$ cat src/rtl/pkt_stats.sv
// pkt_stats: pass-through statistics stage.
// Forwards {ctrl,data} words through a 2-entry skid buffer. It also tracks
// packet framing and keeps saturating packet, word, runt and max-length counters.
// Optional feature macro: PKT_STATS_ERR_EN. When it is defined, a ctrl==0 word
// accepted in IDLE increments err_count. When it is undefined, err_count is tied to 0.
// fsm_state is a debug view of the framing FSM: 0 = IDLE, 1 = BODY.
//
// Handshake: a word transfers into the block on a rising edge where
// in_wr & in_rdy. It transfers out on a rising edge where out_wr is high;
// out_wr already includes out_rdy. in_rdy depends only on registered state.
// in_wr while in_rdy=0 is ignored.
module pkt_stats #(
   parameter int DATA_WIDTH    = 64,
   parameter int CTRL_WIDTH    = DATA_WIDTH/8,
   parameter int CNT_WIDTH     = 32,
   parameter int LEN_WIDTH     = 16,
   parameter int MIN_PKT_WORDS = 8
) (
   input  logic                  clk,
   input  logic                  reset,
   input  logic [DATA_WIDTH-1:0] in_data,
   input  logic [CTRL_WIDTH-1:0] in_ctrl,
   input  logic                  in_wr,
   output logic                  in_rdy,
   output logic [DATA_WIDTH-1:0] out_data,
   output logic [CTRL_WIDTH-1:0] out_ctrl,
   output logic                  out_wr,
   input  logic                  out_rdy,
   input  logic                  stats_clr,
   output logic [CNT_WIDTH-1:0]  pkt_count,
   output logic [CNT_WIDTH-1:0]  word_count,
   output logic [CNT_WIDTH-1:0]  runt_count,
   output logic [LEN_WIDTH-1:0]  max_pkt_words,
   output logic [CNT_WIDTH-1:0]  err_count,
   output logic                  fsm_state
);

   typedef enum logic {S_IDLE = 1'b0, S_BODY = 1'b1} state_t;

   function automatic logic [CNT_WIDTH-1:0] inc_cnt(input logic [CNT_WIDTH-1:0] v);
      return (v == '1) ? v : v + CNT_WIDTH'(1);
   endfunction

   function automatic logic [LEN_WIDTH-1:0] inc_len(input logic [LEN_WIDTH-1:0] v);
      return (v == '1) ? v : v + LEN_WIDTH'(1);
   endfunction

   logic [DATA_WIDTH-1:0] buf_data [2];
   logic [CTRL_WIDTH-1:0] buf_ctrl [2];
   logic                  wr_ptr;
   logic                  rd_ptr;
   logic [1:0]            count;
   logic                  rdy_en;
   logic                  accept;
   logic                  drain;

   state_t                state;
   state_t                state_nxt;
   logic [LEN_WIDTH-1:0]  pkt_len;
   logic [LEN_WIDTH-1:0]  pkt_len_nxt;
   logic                  pkt_done;
   logic [LEN_WIDTH-1:0]  done_len;
   logic                  is_runt;

   // rdy_en keeps in_rdy low while reset is held and for the first edge after release.
   assign in_rdy   = rdy_en & (count != 2'd2);
   assign accept   = in_wr & in_rdy;
   assign out_wr   = (count != 2'd0) & out_rdy;
   assign drain    = out_wr;
   assign out_data = buf_data[rd_ptr];
   assign out_ctrl = buf_ctrl[rd_ptr];

   // Buffer occupancy and pointers; a simultaneous accept and drain leaves count unchanged
   always_ff @(posedge clk or negedge reset) begin
      if (!reset) begin
         count  <= 2'd0;
         wr_ptr <= 1'b0;
         rd_ptr <= 1'b0;
         rdy_en <= 1'b0;
      end else begin
         rdy_en <= 1'b1;
         if (accept) wr_ptr <= ~wr_ptr;
         if (drain)  rd_ptr <= ~rd_ptr;
         case ({accept, drain})
            2'b10:   count <= count + 2'd1;
            2'b01:   count <= count - 2'd1;
            default: count <= count;
         endcase
      end
   end

   // Buffer storage; an entry is only read while count marks it valid
   always_ff @(posedge clk) begin
      if (accept) begin
         buf_data[wr_ptr] <= in_data;
         buf_ctrl[wr_ptr] <= in_ctrl;
      end
   end

   // Framing state and current packet length
   always_ff @(posedge clk or negedge reset) begin
      if (!reset) begin
         state   <= S_IDLE;
         pkt_len <= '0;
      end else begin
         state   <= state_nxt;
         pkt_len <= pkt_len_nxt;
      end
   end

   // Framing next-state: header opens a packet, the next nonzero ctrl closes it
   always_comb begin
      state_nxt   = state;
      pkt_len_nxt = pkt_len;
      pkt_done    = 1'b0;
      done_len    = '0;
      if (accept) begin
         case (state)
            S_IDLE: begin
               if (in_ctrl != '0) begin
                  state_nxt   = S_BODY;
                  pkt_len_nxt = LEN_WIDTH'(1);
               end
            end
            S_BODY: begin
               if (in_ctrl == '0) begin
                  pkt_len_nxt = inc_len(pkt_len);
               end else begin
                  state_nxt   = S_IDLE;
                  pkt_done    = 1'b1;
                  done_len    = inc_len(pkt_len);
                  pkt_len_nxt = '0;
               end
            end
            default: state_nxt = S_IDLE;
         endcase
      end
   end

   assign is_runt   = (done_len < LEN_WIDTH'(MIN_PKT_WORDS));
   assign fsm_state = (state == S_BODY);

   // Saturating statistics; clear wins over any same-cycle increment
   always_ff @(posedge clk or negedge reset) begin
      if (!reset) begin
         pkt_count     <= '0;
         word_count    <= '0;
         runt_count    <= '0;
         max_pkt_words <= '0;
      end else if (stats_clr) begin
         pkt_count     <= '0;
         word_count    <= '0;
         runt_count    <= '0;
         max_pkt_words <= '0;
      end else begin
         if (accept) word_count <= inc_cnt(word_count);
         if (pkt_done) begin
            pkt_count <= inc_cnt(pkt_count);
            if (is_runt) runt_count <= inc_cnt(runt_count);
            if (done_len > max_pkt_words) max_pkt_words <= done_len;
         end
      end
   end

`ifdef PKT_STATS_ERR_EN
   logic                 stray;
   logic [CNT_WIDTH-1:0] err_q;

   assign stray     = accept & (state == S_IDLE) & (in_ctrl == '0);
   assign err_count = err_q;

   // Framing error counter: ctrl==0 words that arrive outside a packet
   always_ff @(posedge clk or negedge reset) begin
      if (!reset)         err_q <= '0;
      else if (stats_clr) err_q <= '0;
      else if (stray)     err_q <= inc_cnt(err_q);
   end
`else
   assign err_count = '0;
`endif

endmodule
$ cat config.mk
export PLATFORM = sky130hd
export DESIGN_NAME = pkt_stats
export DESIGN_NICKNAME = d
export VERILOG_FILES = /design/src/rtl/pkt_stats.sv
export SDC_FILE = /design/constraint.sdc
export NUM_CORES = 1
export LEC_CHECK = 0
export BUFFER_PORTS_ARGS = -buffer_cell sky130_fd_sc_hd__buf_2
export CORE_ASPECT_RATIO = 0.9
export CORE_MARGIN = 3
export CORE_UTILIZATION = 50
export DETAILED_ROUTE_END_ITERATION = 10
export PLACE_DENSITY = 0.84
export SLEW_MARGIN = 20
export SYNTH_ARGS = -nofsm -noshare
export SYNTH_HDL_FRONTEND = slang
export SYNTH_SLANG_ARGS = --single-unit
$ cat constraint.sdc
create_clock -name clk -period 8.9 [get_ports clk]
set_clock_uncertainty 0.1 [all_clocks]
set_input_delay 1.78 -clock clk [delete_from_list [all_inputs] [get_ports clk]]
set_output_delay 1.78 -clock clk [all_outputs]
set_load 0.01 [all_outputs]
# Yosys cells after proc, flatten, opt, wreduce, memory -nomap -nowiden
# Memory sizes are Yosys's and may differ from the RTL's.
# Cells that the tools add are included.
# Widths: inputs -> output; s select.
# totals
regBits	134
in_bits	77
elab_cells	79
memories	2
output_inout_bits	219
mem_bits_rw	144
# memory_table
memory	words	width	rd	rd_ports_with_merged_regs	write_ports	line_no	source
buf_data	2	64	1	0	1	48	logic [DATA_WIDTH-1:0] buf_data [2];
buf_ctrl	2	8	1	0	1	49	logic [CTRL_WIDTH-1:0] buf_ctrl [2];
# classes
magnitude_cmp	2
n_mux	29
eq_ne	11
n_addsub	6
n_reduce_logical	13
bitwise_logic	6
# ops
operator	n
$mux 32	10
$mux 16	9
$add 32x1->32 const B	3
$eq 32x32->1 const B	3
$pmux 16 s2	1
$add 16x1->16 const B	1
$eq 16x16->1 const B	1
$gt 16x16->1	1
$lt 16x4->1 const B	1
$reduce_bool 2->1	6
$ne 2x2->1 const B	5
$logic_not 8->1	1
$reduce_and 2->1	4
$reduce_bool 8->1	1
$mux 1	7
$pmux 2 s2	1
$and 1x1->1	3
$not 1->1	3
$reduce_and 3->1	1
$add 2x1->2 const B	1
$eq 2x1->1 const B	1
$eq 2x2->1 const B	1
$pmux 1 s2	1
$sub 2x1->2 const B	1

# Depth between registers and ports, before layout
# Gate-level depths: netlist (run 1).
# depth
word_depth	9
ltp_mapped	17
depth_no_buf	15

# Least setup slack after synthesis (run 1)
# No wires, ideal clock.
# synth_timing
kind	input to register
startpoint	in in_wr
endpoint	mem buf_ctrl[0][0] (netlist name), enable pin
t_required_ps	8298
path_slack_ps	3173
setup_ps	502
cell_stages	3
arrival_ps	5124
path_buffers	0
path_cell_list	o211a_1 > inv_2 > nor2_1
# synth_via
elab_chain_cells	3
# synth_lines
item	line_no	source
start, declared	23	input logic in_wr,
$and 1x1->1	67	assign accept = in_wr & in_rdy;
$mux 1	94	if (accept) begin
$mux 1 (implied by the code)	96	buf_ctrl[wr_ptr] <= in_ctrl;
end, declared	49	
# No other way between the ends.

# Worst setup path after layout (run 1)
# layout_timing
startpoint	in in_ctrl[5]
endpoint	reg max_pkt_words[3]
# layout_via
elab_chain_cells	7
word_cells_on_any_way	14
cone_classes	order compare: 1; mux: 9; reduce/logical: 4
# layout_lines
item	line_no	source
start, declared	22	input logic [CTRL_WIDTH-1:0] in_ctrl,
$logic_not 8->1 *	126	if (in_ctrl == '0) begin
$mux 16	126	
$mux 16	118	case (state)
$mux 16	117	if (accept) begin
$gt 16x16->1 / $mux 16 (equally long branches)	160	if (done_len > max_pkt_words) max_pkt_words <= done_len;
$reduce_bool 2->1 (no line) / $mux 16 (equally long branches)	--	
$reduce_and 2->1 (no line) / $mux 16 (equally long branches)	--	
end signal, assigned	160	
end, declared	33	output logic [LEN_WIDTH-1:0] max_pkt_words,
# Every way passes the cells marked *; elsewhere a longest branch is shown, timed or not. The select of a mux whose other input is x is not followed.
# A chain may end at the register's enable or synchronous reset.

==> flow_metrics.py, run 1 <==
metrics = {
    "run_status": {
        "status": "finished clean",
    },
    "power": {
        "p_sw_mw": 0.895,
        "switching_share_pct": 27.3,
        "pwr-share-comb_pct": 19.2,
        "clkPwrFrac_pct": 34.8,
        "p_seq_share_pct": 46.0,
        "power_density_nw_per_um2": 211,
        "ir_worst_vdd_mv": 0.150,
        "p_leak_nw": 6.58,
        "p_int_mw": 2.38,
    },
    "logic_synthesis": {
        "synth-edff-count": 144,
        "ys.warnings.count": 0,
        "synth_area_per_cell_um2": 11.7,
        "synth-compound-area-share_pct": 7.48,
        "synth_area_um2": 13200,
        "synth_xor_area_share_pct": 4.38,
        "ys_async_sr_fraction_pct": 48.2,
        "synth_top_family_by_area": "simple AND/OR/NAND/NOR gates",
        "yosys.cell_types.count": 59,
        "yosys-mux-area-fraction_pct": 7.68,
        "synth_adder_area_share_pct": 2.09,
        "synth_ff_type": "edfxtp_1",
        "ys_ff_latch": 278,
        "synthSimpleGateAreaFrac_pct": 15.3,
        "yosysSeqAreaShare_pct": 58.4,
        "synth_cells": 1121,
    },
    "place": {
        "io_buffer_count": 263,
        "dpl.hpwl_mm": 20.7,
        "routabilityCongestion": 0.853,
        "dp_cells": 1678,
    },
    "die": {
        "dieHeight_um": 160,
        "dieArea_um2": 28300,
        "initial_core_util_pct": 51.5,
        "rows": 55,
        "coreArea_um2": 25500,
        "fp.dieW_um": 177,
        "io_pins": 296,
    },
    "cells_and_area": {
        "area_growth_pct": 17.9,
        "finalNetCount": 1465,
        "stdcell_count": 1731,
        "fin_util_pct": 60.7,
        "drive_above_1_share_pct": 29.3,
        "nFillCells": 2016,
    },
    "run": {
        "drv_cap": 0,
    },
    "min_path": {
        "hp-class": "reg -> reg",
        "min_delay_path_depth": 1,
    },
    "critical_path": {
        "worstRegToRegCells": 15,
        "cp.arrival_ns": 5.64,
        "crit_chain": "buf_2, nor4_1, nand2_1, nand3_1, nor3_1, ha_1, a21o_1, a21oi_1, o211ai_1, and2_1, a221o_1, o21ai_2, mux2i_1, nor2_1",
        "max_stage_delay_ns": 0.83,
        "required_ns": 9.20,
        "crit_family": "compound AO/OA/AOI/OAI gates",
        "crit_path_start_kind": "input pin",
        "worst-path-buf-inv": 1,
        "worstSetupPathType": "in -> reg",
        "crit_fanout": 18,
        "crit_slowest_cell": "o21ai_2",
        "worst_setup_path_end_kind": "flop",
        "cp_num_cells": 14,
    },
    "routing": {
        "drc": 0,
        "avgViaCountPerCell": 5.51,
        "wirelength_mm": 30.1,
        "via_count": 9542,
        "first_pass_iters": 5,
        "wire_per_inst_um": 17.4,
        "ant_nets": 0,
        "drt_iter0_markers": 598,
    },
    "sta": {
        "fin_crit_ns": 5.34,
        "max_freq_ghz": 0.187,
        "hold_viol": 0,
        "holdWs_ns": 0.363,
        "finalMaxSlewViolations": 0,
        "relSlewSlack_pct": 27.8,
        "rsz0062_at_grt": "no",
        "tightest_slew_ns": 1.08,
        "period_share_pct": 60.0,
        "setup_tns_ns": 0,
        "setup_viol": 0,
    },
    "clock_network": {
        "clkSinkCount": 278,
        "insertion_delay_ns": 0.55,
        "cts.repair.resized": 0,
        "cts_tree": "yes",
        "clockBufferDepth": 3,
        "cts_buffers": 28,
        "clkTransAtPathRegs_ns": 0.06,
        "cts.htree.levels": 1,
        "cts_hold_buf": 0,
        "clockRootBuffer": "clkbuf_16",
        "cts_setup_buffers": 0,
    },
    "global_routing": {
        "grt_overflow_total": 0,
        "grt_pass1_vias": 9304,
        "grtUsageTotal_pct": 20.4,
        "grt_max_degree": 78,
        "antenna_found_initial": 3,
        "grt_pass1_wl_mm": 47.9,
    },
}
==> cell type report <==
type	instances	area (um2)	share of cell area [%]
inverters	32	120	0.775
diodes	1	2.50	0.0161
repair buffers	268	1360	8.79
clock buffers	35	757	4.88
multi-input cells	758	5000	32.3
well taps	342	428	2.76
clock inverters	17	151	0.976
flip-flops and latches	278	7680	49.5
==> metal layers <==
metal | global-route usage (%) | routed length, um
met1 | 27.0 | 12200
met2 | 33.2 | 14000
met3 | 6.28 | 3190
met4 | 4.86 | 665
met5 | 0 | 25
==> state kept, by name, summed over array words and instances, names as in the netlist <==
name           cells
buf_data         128
pkt_count         32
runt_count        32
word_count        32
buf_ctrl          16
max_pkt_words     16
pkt_len           16
count              2
fsm_state          1
rd_ptr             1
rdy_en             1
wr_ptr             1
==> synth_stat cells (all sizes together) (3+ instances only) <==
master,number,area [um2]
a21o,5,37.5
a21oi,58,290
a221o,3,30.0
a22o,4,35.0
a31oi,3,18.8
and2,17,106
and3,21,136
and4,20,175
buf,47,347
clkbuf,37,139
dfrtp,134,3350
edfxtp,144,4320
ha,22,275
inv,32,120
mux2,72,811
mux2i,20,200
nand2,61,229
nand3,50,268
nand4,30,215
nor2,102,383
nor3,15,75.1
nor4,8,65.1
o211ai,4,30.0
o21a,4,30.0
o21ai,61,309
o31ai,11,82.6
o41ai,3,26.3
or2,4,25.0
or3,36,225
or4,8,60.1
xnor2,30,270
xor2,35,307
==> per-stage QoR <==
step,worst slack (ns),total power [mW],area [um2]
after floorplan,3.17,1.95,13300
after global placement,3.10,2.15,14600
after global routing,3.25,3.43,15500
after CTS,3.58,3.32,15500
final,3.56,3.27,15500
after detailed placement,3.01,2.16,14600
==> final timing paths <==
check                              endpoint  slack [ns]  startpoint
max                        max_pkt_words[3]        3.56  in_ctrl[5]
max in group asynchronous  max_pkt_words[6]        6.35       reset
min                                  rd_ptr        0.36      rd_ptr
min in group asynchronous    runt_count[15]        1.15       reset
min reg2reg                          rd_ptr        0.36      rd_ptr
max reg2reg                max_pkt_words[3]        3.86  pkt_len[0]
==> cells in the final DEF (no fill, tap or decap), drive strengths merged, types with 3 or more instances in the layout <==
master,n
mux2i,20
o211ai,4
ha,22
and4,20
and2,17
a31oi,3
xnor2,30
clkinv,13
conb,33
nand4,30
or3,36
xor2,35
inv,33
o41ai,3
nand2,61
or4,8
clkbuf,35
nand3,50
buf,268
edfxtp,144
a221o,3
and3,21
a21oi,58
mux2,72
a22o,4
or2,4
o21a,4
o31ai,11
a21o,5
nor3,15
nor4,8
dfrtp,134
nor2,102
o21ai,61
==> power by group through the flow <==
| stage | Clock, mW | Sequential, mW | Combinational (mW) |
|---|---|---|---|
| final | 1.14 | 1.51 | 0.628 |
| after CTS | 1.17 | 1.51 | 0.637 |
| after global routing | 1.23 | 1.52 | 0.687 |
| after floorplan | 0 | 1.53 | 0.422 |
| after detailed placement | 0 | 1.53 | 0.632 |
| after global placement | 0 | 1.53 | 0.626 |
==> cell families after synthesis <==
family                     count (synthesis)
xor gates and xnor gates                  65
AOI/OAI and AO/OA                        167
muxes                                     92
buffers and inverters                    116
other                                      2
adders and majority gates                 22
and+or+nand+nor                          379
DFF                                      278
No activity file was read; power rests on OpenSTA's default activity.
==> run 2, diff against run 1 <==
--- a/config.mk
+++ b/config.mk
@@ -8,9 +8,9 @@
 export BUFFER_PORTS_ARGS = -buffer_cell sky130_fd_sc_hd__buf_2
 export CORE_ASPECT_RATIO = 0.9
 export CORE_MARGIN = 3
-export CORE_UTILIZATION = 50
+export CORE_UTILIZATION = 49
 export DETAILED_ROUTE_END_ITERATION = 10
-export PLACE_DENSITY = 0.84
+export PLACE_DENSITY = 0.85
 export SLEW_MARGIN = 20
 export SYNTH_ARGS = -nofsm -noshare
 export SYNTH_HDL_FRONTEND = slang
==> constraint.sdc (replaced) <==
create_clock -name clk -period 4.76 [get_ports clk]
set_clock_uncertainty 0.1 [all_clocks]
set_input_delay 0.952 -clock clk [delete_from_list [all_inputs] [get_ports clk]]
set_output_delay 0.952 -clock clk [all_outputs]
set_load 0.01 [all_outputs]
==> run 2 against run 1 <==
  * Sequential power rose by 87%
  * Largest power group unchanged
  * Critical path type is now reg -> reg
  * Power rose by 90%
  * Non-clock buffer count rose by 9
  * Via count rose by 2.1%
  * Combinational power rose by 91%
  * Global-route usage fell by 0.20 points
==> flow_metrics.py, run 2 (synthesis results as in run 1) <==
metrics = {
    "routing": {
        "avgViaCountPerCell": 5.57,
        "wirelength_met1_mm": 12.4,
        "highest-signal-layer": "met4",
        "wirelength_mm": 30.8,
        "ant_nets": 0,
        "met3_length_mm": 3.10,
        "via_count": 9743,
        "drt_iter0_markers": 609,
        "drc": 0,
        "wire_per_inst_um": 17.6,
        "first_pass_iters": 5,
        "wl_met2_mm": 14.6,
    },
    "sta": {
        "setup_tns_ns": 0,
        "finalWorstSetupSlack_ns": 0.335,
        "fin_crit_ns": 4.43,
        "hold_viol": 0,
        "rsz0062_at_grt": "no",
        "finalMaxSlewViolations": 0,
        "tightest_slew_ns": 0.985,
        "max_freq_ghz": 0.226,
        "setup_viol": 0,
        "period_share_pct": 93.0,
        "relSlewSlack_pct": 34.4,
    },
    "clock_network": {
        "clkSinkCount": 278,
        "cts.htree.levels": 1,
        "cts_hold_buf": 0,
        "cts_tree": "yes",
        "insertion_delay_ns": 0.55,
        "cts_setup_buffers": 0,
        "clockRootBuffer": "clkbuf_16",
        "clockBufferDepth": 3,
        "cts.repair.resized": 0,
        "clkTransAtPathRegs_ns": 0.06,
        "cts_buffers": 29,
    },
    "critical_path": {
        "worst-path-buf-inv": 1,
        "required_ns": 5.05,
        "cp.arrival_ns": 4.71,
        "r2r_slack_ns": 0.33,
        "crit_fanout": 11,
        "crit_chain": "ha_1, nand4_2, or4_1, and3_1, xnor2_1, nor2_1, ha_1, and3_1, nand2_1, nor3_1, nand2_1, a221o_1, o21ai_2, buf_4, mux2i_1, nor2_1",
        "worst_setup_path_end_kind": "flop",
        "reg2reg_to": "max_pkt_words[1]",
        "worstRegToRegCells": 16,
        "worstSetupPathType": "reg -> reg",
        "max_stage_delay_ns": 0.77,
        "r2r-start": "pkt_len[0]",
        "crit_path_start_kind": "flop",
        "crit_family": "simple AND/OR/NAND/NOR gates",
        "startpoint": "pkt_len[0]",
        "crit_slowest_cell": "or4_1",
    },
    "cells_and_area": {
        "area_growth_pct": 18.7,
        "finalNetCount": 1475,
        "stdcell_count": 1749,
        "fin_util_pct": 59.4,
        "stdcell_area_um2": 15600,
        "drive_above_1_share_pct": 29.6,
        "final_cell_mix": "buf_2 (261), edfxtp_1 (144), dfrtp_1 (133), nor2_1 (101), mux2_2 (72)",
        "largest_reg_flops": 128,
        "largest-register": "buf_data",
        "final_common_cell": "buf_2",
    },
    "run": {
        "drv_cap": 0,
    },
    "min_path": {
        "hp-class": "in -> async",
    },
    "die": {
        "dieHeight_um": 161,
        "coreArea_um2": 26300,
        "rows": 56,
        "fp.dieW_um": 179,
        "io_pins": 296,
        "initial_core_util_pct": 50.1,
        "dieArea_um2": 28900,
    },
    "place": {
        "place_area_um2": 14700,
        "io_buffer_count": 263,
        "dp_cells": 1693,
        "place_ws_ns": 0.437,
        "routabilityCongestion": 0.877,
        "dpl.hpwl_mm": 21.4,
    },
    "global_routing": {
        "grtUsageTotal_pct": 20.2,
        "antenna_found_initial": 2,
        "grt_pass1_wl_mm": 47.7,
        "grt_max_degree": 91,
        "grt_overflow_total": 0,
        "grt_pass1_vias": 9261,
    },
    "power": {
        "p_leak_nw": 6.64,
        "ir_worst_vdd_mv": 0.259,
        "power_density_nw_per_um2": 398,
    },
    "run_status": {
        "status": "finished clean",
    },
}
[run 2: cell type report]
type,instances,area (um2)
Multi-Input combinational cell,758,5000
Sequential cell,278,7680
Timing Repair Buffer,277,1440
Fill cell,2072,10700
Tap cell,348,435
Antenna cell,2,5.00
Clock inverter,22,180
Inverter,32,120
Clock buffer,32,757
[run 2: through the flow]
stage | power, mW | hold WS (ns)
4_1_cts | 6.30 | 0.326
5_1_grt | 6.51 | 0.338
3_5_place_dp | 4.08 | 0.439
2_1_floorplan | 3.64 | 0.378
3_3_place_gp | 4.04 | 0.428
6_report | 6.22 | 0.307
[run 2: how the worst max path moves through the flow]
stage	end	depth (start not counted)
after global routing	max_pkt_words[14]	16
after global placement	max_pkt_words[14]	16
after detailed placement	max_pkt_words[13]	16
after floorplan	max_pkt_words[14]	15
after CTS	max_pkt_words[8]	16
final	max_pkt_words[1]	16
[run 2: where the power goes]
part / switching, mW / internal (mW)
sequential: 0.0754 / 2.75
combinational: 0.681 / 0.523
clock: 0.935 / 1.26
[run 2: worst reg2reg max path: cells and delay by family, from the launching register on]
family	cells	cell delay (ns)
fa+ha+maj	2	0.58
xor+xnor	1	0.17
buf+inv	1	0.21
mux	1	0.21
compound gates	2	0.46
flops	1	0.48
simple gates	9	2.07
[run 2: metal layers]
layer / GRT usage (%) / vias to the layer above
li1: - / 4536
met5: 0 / -
met3: 6.02 / 53
met4: 5.17 / 0
met2: 33.5 / 387
met1: 26.0 / 4767
==> run 3, diff against run 2 <==
--- a/config.mk
+++ b/config.mk
@@ -10,8 +10,10 @@
 export CORE_MARGIN = 3
 export CORE_UTILIZATION = 49
 export DETAILED_ROUTE_END_ITERATION = 10
+export GPL_TIMING_DRIVEN = 0
 export PLACE_DENSITY = 0.85
 export SLEW_MARGIN = 20
 export SYNTH_ARGS = -nofsm -noshare
 export SYNTH_HDL_FRONTEND = slang
 export SYNTH_SLANG_ARGS = --single-unit
+export TNS_END_PERCENT = 20
==> run 3 against run 2 <==
  * Combinational power increased by 8%
  * Cell count rose by 3.9%
  * Flip-flop and latch count unchanged
  * Clock-buffer cell count is 5 higher
  * Sequential power about the same
  * Worst hold slack got worse by 0.078 ns
  * Critical path type unchanged
  * Critical endpoint is now max_pkt_words[2]
  * Largest power group unchanged
==> flow_metrics.py, run 3 (synthesis results as in run 1) <==
metrics = {
    "clock_network": {
        "clockBufferDepth": 3,
        "insertion_delay_ns": 0.55,
        "cts.htree.levels": 1,
        "clockRootBuffer": "clkbuf_16",
        "cts_buffers": 29,
        "cts_tree": "yes",
        "clkSinkCount": 278,
        "clkTransAtPathRegs_ns": 0.06,
    },
    "critical_path": {
        "cp.arrival_ns": 4.73,
        "crit_path_start_kind": "flop",
        "worst_setup_path_end_kind": "flop",
        "crit_fanout": 10,
        "worstSetupPathType": "reg -> reg",
        "required_ns": 5.07,
    },
    "die": {
        "io_pins": 296,
        "coreArea_um2": 26300,
        "dieHeight_um": 161,
        "rows": 56,
        "initial_core_util_pct": 50.1,
        "fp.dieW_um": 179,
        "dieArea_um2": 28900,
    },
    "power": {
        "p_seq_share_pct": 44.8,
        "power.total_mw": 6.28,
        "power_density_nw_per_um2": 391,
        "p_sw_mw": 1.71,
        "pwr-share-comb_pct": 20.6,
        "p_leak_nw": 6.89,
        "ir_worst_vdd_mv": 0.263,
        "switching_share_pct": 27.2,
        "p_int_mw": 4.57,
        "clkPwrFrac_pct": 34.6,
    },
    "global_routing": {
        "grtUsageTotal_pct": 21.8,
        "met3_usage_pct": 5.64,
        "grt_pass1_wl_mm": 51.1,
        "grt_pass1_vias": 9803,
        "grt_util_met2_pct": 36.8,
        "grt_overflow_total": 0,
        "grtUsageMet1_pct": 28.3,
        "busiest_layer": "met2",
        "antenna_found_initial": 0,
        "grt_max_degree": 76,
    },
    "cells_and_area": {
        "finalNetCount": 1551,
        "final_common_cell": "buf_2",
        "antennaDiodeCount": 0,
        "largest-register": "buf_data",
        "fin_util_pct": 61.2,
        "largest_reg_flops": 128,
        "area_growth_pct": 22.3,
        "drive_above_1_share_pct": 30.5,
        "stdcell_count": 1818,
        "multi_input_area_um2": 5020,
        "nFillCells": 2086,
        "seqCellArea_um2": 7680,
        "final_cell_mix": "buf_2 (268), edfxtp_1 (144), dfrtp_1 (133), nor2_1 (101), mux2_2 (72)",
    },
    "routing": {
        "wirelength_mm": 32.7,
        "drc": 0,
        "wire_per_inst_um": 18.0,
        "first_pass_iters": 5,
        "via_count": 9941,
        "drt_iter0_markers": 611,
        "ant_nets": 0,
        "avgViaCountPerCell": 5.47,
    },
    "place": {
        "dp_cells": 1766,
        "routabilityCongestion": 0.918,
        "io_buffer_count": 262,
        "dpl.hpwl_mm": 23.6,
        "place_ws_ns": -0.250,
    },
    "sta": {
        "finalWorstSetupSlack_ns": 0.337,
        "finalMaxSlewViolations": 0,
        "setup_viol": 0,
        "tightest_slew_ns": 0.794,
        "relSlewSlack_pct": 46.6,
        "holdWs_ns": 0.229,
        "max_freq_ghz": 0.226,
        "hold_viol": 0,
        "rsz0062_at_grt": "no",
        "period_share_pct": 92.9,
        "fin_crit_ns": 4.42,
    },
    "run_status": {
        "status": "finished clean",
    },
    "min_path": {
        "hp-class": "in -> async",
    },
    "run": {
        "drv_cap": 0,
    },
}
## run 3: changes by cell type in the layout (fill, tap and decap cells not counted), sizes merged
cell    change
clkinv      -9
buf        +39
inv         -1
diode       -2
clkbuf     +42
## run 3: final timing paths
| kind | slack (ns) | endpoint | startpoint | cells after the start |
|---|---|---|---|---|
| setup / recovery | 0.34 | max_pkt_words[2] | pkt_len[1] | 17 |
| hold / removal | 0.23 | runt_count[10] | reset | 1 |
| setup reg to reg | 0.34 | max_pkt_words[2] | pkt_len[1] | 17 |
| hold reg to reg | 0.45 | wr_ptr | wr_ptr | 1 |
| max in group asynchronous | 3.57 | pkt_len[0] | reset | 2 |
| min in group clk | 0.45 | wr_ptr | wr_ptr | 1 |
## run 3: area by class of cell
class,count,area share (%)
Inverter,32,0.747
Clock inverter,12,0.723
Timing Repair Buffer,269,8.95
Tap cell,348,2.71
Clock buffer,37,4.88
Sequential cell,278,47.7
Multi-Input combinational cell,758,31.2
Buffer,84,3.02
## run 3: timing repair
item	CTS	global route
setup buffers	0	3
gates resized for setup	1	3
setup endpoints to repair	8	10
endpoints found under the hold margin	0	0
pin swaps	0	1
hold buffers	0	0
## run 3: power groups by stage
| stage | sequential, mW | clock, mW | combinational [mW] |
|---|---|---|---|
| 6_report | 2.81 | 2.17 | 1.29 |
| 5_1_grt | 2.83 | 2.33 | 1.40 |
| 4_1_cts | 2.81 | 2.23 | 1.31 |
| 3_5_place_dp | 2.86 | 0 | 1.29 |
| 3_3_place_gp | 2.86 | 0 | 1.24 |
| 2_1_floorplan | 2.85 | 0 | 0.790 |
## run 3: layer usage
metal	up-vias	part of all wire (%)
li1	4692	-
met1	4779	40
met2	415	49
met3	55	9.6
met4	0	1.8
met5	-	0
## run 3: per-stage QoR
stage | TNS [ns] | instance area (um2)
floorplan | 0 | 13300
global placement | -3.63 | 15000
detailed placement | -2.05 | 15100
CTS | 0 | 16100
global route | 0 | 16100
finish | 0 | 16100
## run 3: worst max-delay path, cell delays in order, from the launching register on
cell     delay (ns)
dfrtp_1        0.42
ha_2           0.27
nand4_4        0.20
or4_1          0.55
buf_2          0.22
and3_1         0.24
xnor2_1        0.18
nor2_1         0.08
ha_1           0.30
and3_1         0.19
nand2_1        0.06
nor3_1         0.22
nand2_1        0.09
a221o_1        0.35
o21ai_4        0.25
buf_4          0.27
mux2i_1        0.24
nor2_1         0.06
